--- config.mk ---
export PLATFORM = sky130hd
export DESIGN_NAME = bot_motion_requester
export DESIGN_NICKNAME = d
export VERILOG_FILES = /design/src/rtl/bot_motion_requester.sv
export SDC_FILE = /design/constraint.sdc
export NUM_CORES = 1
export LEC_CHECK = 0
export CORE_MARGIN = 2
export CORE_UTILIZATION = 66
export CTS_BUF_LIST = sky130_fd_sc_hd__clkbuf_4
export CTS_CLUSTER_DIAMETER = 200
export CTS_CLUSTER_SIZE = 12
export DETAILED_ROUTE_END_ITERATION = 7
export DONT_BUFFER_PORTS = 1
export GPL_TIMING_DRIVEN = 0
export PLACE_DENSITY = 0.86
export SYNTH_ARGS = -nofsm -noshare
export SYNTH_HDL_FRONTEND = slang
export SYNTH_SLANG_ARGS = --single-unit
export TNS_END_PERCENT = 30
--- constraint.sdc ---
create_clock -name clk -period 5.1 [get_ports clk]
set_input_delay 0.51 -clock clk [delete_from_list [all_inputs] [get_ports clk]]
set_output_delay 0.51 -clock clk [all_outputs]
set_load 0.02 [all_outputs]
--- src/rtl/bot_motion_requester.sv ---
// Bot-side end of the velocity handshake. It integrates position from velocity and
// requests a new velocity from the controller when the next step would leave the arena.
module bot_motion_requester #(
  parameter int          W        = 16,
  parameter int          POS_MIN  = 0,
  parameter int          POS_MAX  = 1000,
  parameter int unsigned TICK_DIV = 4,
  parameter int unsigned TIMEOUT  = 64,
  parameter int unsigned CW       = 16
) (
  input  logic          clk,
  input  logic          rst,
  input  logic          en,
  input  logic          init_load,
  input  logic [W-1:0]  init_px,
  input  logic [W-1:0]  init_py,
  input  logic [W-1:0]  init_vx,
  input  logic [W-1:0]  init_vy,
  output logic          req,
  output logic [W-1:0]  req_px,
  output logic [W-1:0]  req_py,
  input  logic          wr_valid,
  input  logic [W-1:0]  wr_vx,
  input  logic [W-1:0]  wr_vy,
  output logic [W-1:0]  pos_x,
  output logic [W-1:0]  pos_y,
  output logic [W-1:0]  vel_x,
  output logic [W-1:0]  vel_y,
  output logic          moving,
  output logic          timed_out,
  output logic [CW-1:0] req_count
);

  localparam int TW = (TICK_DIV > 1) ? $clog2(TICK_DIV) : 1;
  localparam int OW = (TIMEOUT > 1) ? $clog2(TIMEOUT) : 1;
  localparam logic signed [W:0] PMin = (W+1)'(POS_MIN);
  localparam logic signed [W:0] PMax = (W+1)'(POS_MAX);
  localparam logic [TW-1:0] TickLast = TW'(TICK_DIV - 1);
  localparam logic [OW-1:0] TmoLast  = OW'(TIMEOUT - 1);

  typedef enum logic [1:0] {StIdle, StMove, StReq} state_e;

  state_e          state_q, state_d;
  logic [W-1:0]    pos_x_q, pos_x_d, pos_y_q, pos_y_d;
  logic [W-1:0]    vel_x_q, vel_x_d, vel_y_q, vel_y_d;
  logic [W-1:0]    req_px_q, req_px_d, req_py_q, req_py_d;
  logic            req_q, req_d;
  logic            tmo_pulse_q, tmo_pulse_d;
  logic [TW-1:0]   tick_q, tick_d;
  logic [OW-1:0]   tmo_q, tmo_d;
  logic [CW-1:0]   cnt_q, cnt_d;

  logic signed [W:0] nx, ny, cx, cy;
  logic              nx_in, ny_in, vel_nz, bounce;

  // Saturating two's-complement negation: the most negative value has no positive twin.
  function automatic logic [W-1:0] neg_sat(input logic [W-1:0] v);
    logic [W-1:0] r;
    if (v == {1'b1, {(W-1){1'b0}}}) r = {1'b0, {(W-1){1'b1}}};
    else                            r = -v;
    return r;
  endfunction

  // One extra bit so the candidate step cannot wrap.
  always_comb begin
    nx     = {pos_x_q[W-1], pos_x_q} + {vel_x_q[W-1], vel_x_q};
    ny     = {pos_y_q[W-1], pos_y_q} + {vel_y_q[W-1], vel_y_q};
    nx_in  = (nx >= PMin) && (nx <= PMax);
    ny_in  = (ny >= PMin) && (ny <= PMax);
    cx     = (nx < PMin) ? PMin : ((nx > PMax) ? PMax : nx);
    cy     = (ny < PMin) ? PMin : ((ny > PMax) ? PMax : ny);
    vel_nz = (vel_x_q != '0) || (vel_y_q != '0);
    bounce = !(nx_in && ny_in) && vel_nz;
  end

  always_comb begin
    state_d     = state_q;
    pos_x_d     = pos_x_q;
    pos_y_d     = pos_y_q;
    vel_x_d     = vel_x_q;
    vel_y_d     = vel_y_q;
    req_px_d    = req_px_q;
    req_py_d    = req_py_q;
    req_d       = req_q;
    tmo_pulse_d = 1'b0;
    tick_d      = tick_q;
    tmo_d       = tmo_q;
    cnt_d       = cnt_q;

    if (init_load) begin
      pos_x_d = init_px;
      pos_y_d = init_py;
      vel_x_d = init_vx;
      vel_y_d = init_vy;
      tick_d  = '0;
      req_d   = 1'b0;
      state_d = StMove;
    end else begin
      unique case (state_q)
        StIdle: ;
        StMove: begin
          if (en) begin
            if (tick_q == TickLast) begin
              tick_d = '0;
              if (bounce) begin
                pos_x_d  = cx[W-1:0];
                pos_y_d  = cy[W-1:0];
                req_px_d = cx[W-1:0];
                req_py_d = cy[W-1:0];
                req_d    = 1'b1;
                cnt_d    = cnt_q + 1'b1;
                tmo_d    = '0;
                state_d  = StReq;
              end else begin
                pos_x_d = nx[W-1:0];
                pos_y_d = ny[W-1:0];
              end
            end else begin
              tick_d = tick_q + 1'b1;
            end
          end
        end
        StReq: begin
          if (wr_valid) begin
            vel_x_d = wr_vx;
            vel_y_d = wr_vy;
            req_d   = 1'b0;
            tick_d  = '0;
            state_d = StMove;
          end else if (tmo_q == TmoLast) begin
            vel_x_d     = neg_sat(vel_x_q);
            vel_y_d     = neg_sat(vel_y_q);
            tmo_pulse_d = 1'b1;
            req_d       = 1'b0;
            tick_d      = '0;
            state_d     = StMove;
          end else begin
            tmo_d = tmo_q + 1'b1;
          end
        end
        default: state_d = StIdle;
      endcase
    end
  end

  always_ff @(posedge clk or posedge rst) begin
    if (rst) begin
      state_q     <= StIdle;
      pos_x_q     <= '0;
      pos_y_q     <= '0;
      vel_x_q     <= '0;
      vel_y_q     <= '0;
      req_px_q    <= '0;
      req_py_q    <= '0;
      req_q       <= 1'b0;
      tmo_pulse_q <= 1'b0;
      tick_q      <= '0;
      tmo_q       <= '0;
      cnt_q       <= '0;
    end else begin
      state_q     <= state_d;
      pos_x_q     <= pos_x_d;
      pos_y_q     <= pos_y_d;
      vel_x_q     <= vel_x_d;
      vel_y_q     <= vel_y_d;
      req_px_q    <= req_px_d;
      req_py_q    <= req_py_d;
      req_q       <= req_d;
      tmo_pulse_q <= tmo_pulse_d;
      tick_q      <= tick_d;
      tmo_q       <= tmo_d;
      cnt_q       <= cnt_d;
    end
  end

  assign req       = req_q;
  assign req_px    = req_px_q;
  assign req_py    = req_py_q;
  assign pos_x     = pos_x_q;
  assign pos_y     = pos_y_q;
  assign vel_x     = vel_x_q;
  assign vel_y     = vel_y_q;
  assign moving    = (state_q == StMove);
  assign timed_out = tmo_pulse_q;
  assign req_count = cnt_q;

endmodule

==> metrics.yaml <==
status:
  status: "finished clean"
setup_path:
  r2r_start: "vel_y[0]"
  cp-startpoint: "vel_y[0]"
  crit_type: "flop to flop"
  r2r_end: "req"
  cpMostUsedCell: "buf_6"
  start_kind: "flop"
  crit_chain: "ha_1, inv_1, fa_1, nand2b_1, a21oi_1, o311ai_0, a32oi_1, nor3b_4, and2_1, buf_6, buf_6, nand3b_1, a31oi_1"
  cp-end-kind: "flop"
  crit_fanout: 10
  r2r_slack_ps: 920
  critical_path.top_delay_family: "compound AO/OA/AOI/OAI gates"
  required_ps: 5490
  crit_end: "req"
  cpMaxStageDelayCell: "a32oi_1"
  crit_arrival_ps: 4570
  critical_path.max_stage_delay_ps: 670
  critPathBufInv: 3
  crit_cells: 13
  worstRegToRegCells: 13
timing:
  rsz0062_at_grt: "no"
  hold_viol_final: 0
  setup_viol: 0
  worstMarginPinSlew_ps: 998
  fmaxAchievable_mhz: 239
  worst_hold_slack_ps: 80.6
  finalCriticalPeriod_ps: 4180
  slew_headroom_pct: 33.0
  fin_crit_sh_pct: 82.0
  fin_skew_ps: 18.7
  setup_tns_ps: 0
  slew_viol_final: 0
yosys:
  synth_top_area_share_pct: 38.5
  ys.warnings.count: 0
  ys_seq_area_share_pct: 38.5
  synth_ff_type: "dfrtp_1"
  syn_nets: 1056
  synth_common_cells: "dfrtp_1 (124), nand2_1 (122), a21oi_1 (73)"
  ys_ff_latch: 124
  postSynthCellCount: 916
  synth_area_sq_um: 8070
  ys_types: 75
  yosys.area.top_type: "dfrtp_1"
  synthArstFlopShare_pct: 100
  synth_most_common_cell: "dfrtp_1"
  synth-edff-count: 0
  syn_avg_cell_area_sq_um: 8.81
  netlist_top_cells_area: "dfrtp_1 (38%), ha_1 (5.7%), nand2_1 (5.7%), a21oi_1 (4.5%), o221ai_1 (3.9%)"
clock_network:
  clk_pin_slew_ps: 120
  clk_latency_ps: 550
  htreeDepth: 4
  post_cts_resize_count: 0
  clk_path_buf_depth: 2
  clock-root-buffer: "clkbuf_4"
  clock_sinks: 124
  postCtsSetupBuffers: 0
  cts_buffers: 17
  cts_tree: "done"
global_routing:
  grt_start_max_net_pins: 64
  grt_pass1_wl_mm: 38.5
  grt_pass1_vias: 7085
  grt_overflow: 0
  antenna_found_initial: 1
  grt_usage_pct: 38.6
die:
  die_w_um: 115
  ios: 216
  core_area_sq_um: 12000
  dieArea_sq_um: 13100
  rows: 40
  die_height_um: 115
  start_util_pct: 67.4
run:
  maxCapViolCount: 0
placement:
  dp_cells: 1064
  gp_congestion: 0.979
  io_buffer_count: 0
  detailed_place_hpwl_mm: 19.2
min_path:
  hold_path_startpoint: "init_py[1]"
  hold_path_class: "input port to flop"
routing:
  drc: 0
  drtAntennaViolNets: 0
  routed_wl_mm: 25.2
  num_vias: 7679
  wl_per_cell_um: 23.0
  drt-initial-drc-count: 893
  dr.pass1.iters: 6
  via_per_inst: 6.99
cells_and_area:
  drive_gt1_share_pct: 7.26
  instances_no_fill: 1099
  fin_nets: 1077
  final_util_pct: 72.6
  syn_to_final_growth_pct: 7.61
power_and_ir_drop:
  leakage_nw: 3.80
  ir_worst_vdd_mv: 0.184
  power_density_nw_per_um2: 377
-- registers in the layout, indices dropped and copies added, names as in the netlist --
name,count
pos_x,16
pos_y,16
req,1
req_count,16
req_px,16
req_py,16
state_q,2
tick_q,2
timed_out,1
tmo_q,6
vel_x,16
vel_y,16
-- worst min path at each step --
stage / to / depth (start not counted) / slack [ps]
2_1_floorplan: tmo_q[1] / 1 / 490
3_3_place_gp: tmo_q[1] / 1 / 510
3_5_place_dp: pos_x[13] / 1 / 470
4_1_cts: pos_y[1] / 2 / 60
5_1_grt: pos_y[1] / 2 / 40
6_report: pos_y[1] / 2 / 80
-- through the flow --
step	instance area, sq um	setup slack [ps]	total power [mW]
floorplan	8070	1290	2.08
global placement	8250	54.5	2.32
detailed placement	8280	1040	2.34
CTS	8680	992	3.25
global route	8680	682	3.43
finish	8680	919	3.27
-- routing by layer --
metal,global-route usage [%],wire length [um]
met4,17.1,1030
met3,9.63,2750
met5,0,0
met2,59.2,11300
met1,51.8,10200
-- report_power, final --
part / switching (mW) / internal [mW] / total, mW
Clock: 0.380 / 0.536 / 0.916
Sequential: 0.312 / 1.10 / 1.41
Combinational: 0.578 / 0.361 / 0.938
Total: 1.27 / 2.00 / 3.27
-- cells by family (layout without fill, tap and decap cells) --
family,count (synthesis),count (layout),synth area share (%)
AO/OA/AOI/OAI,292,292,24.8
XOR/XNOR,42,42,4.56
adder cells (fa/ha/maj),39,39,6.23
buffers and inverters,75,109,4.25
flip-flops,124,124,38.5
multiplexers,4,4,0.527
other,0,2,0
AND/OR/NAND/NOR,340,340,21.2
-- cells in the final DEF (no fill, tap or decap), types with 8 or more instances in the layout --
cell type,instances
a211oi_1,8
a21o_1,12
a21oi_1,73
a31oi_1,20
and2_1,21
and3_1,14
clkbuf_1,35
clkbuf_4,18
dfrtp_1,124
ha_1,37
inv_1,25
nand2_1,122
nand2b_1,13
nand3_1,30
nand4_1,10
nor2_1,55
nor3_1,22
o211ai_1,14
o21ai_0,38
o221ai_1,36
o22a_1,11
o22ai_1,14
o31ai_1,16
or3_1,17
xnor2_1,20
xor2_1,22
-- final cells by class --
type | instances | area [sq um]
tap | 147 | 184
timing repair buffer | 2 | 37.5
fill | 936 | 3280
clock inverter | 14 | 248
inverter | 27 | 106
multi-input combinational | 717 | 4620
buffer | 48 | 241
clock buffer | 18 | 135
antenna | 2 | 5.00
sequential | 124 | 3100
-- repair_timing --
item,CTS,global route
hold buffers,1,0
setup endpoints to repair,0,0
endpoints found under the hold margin,62,0
Note: power is estimated with default switching activity, not from simulation.
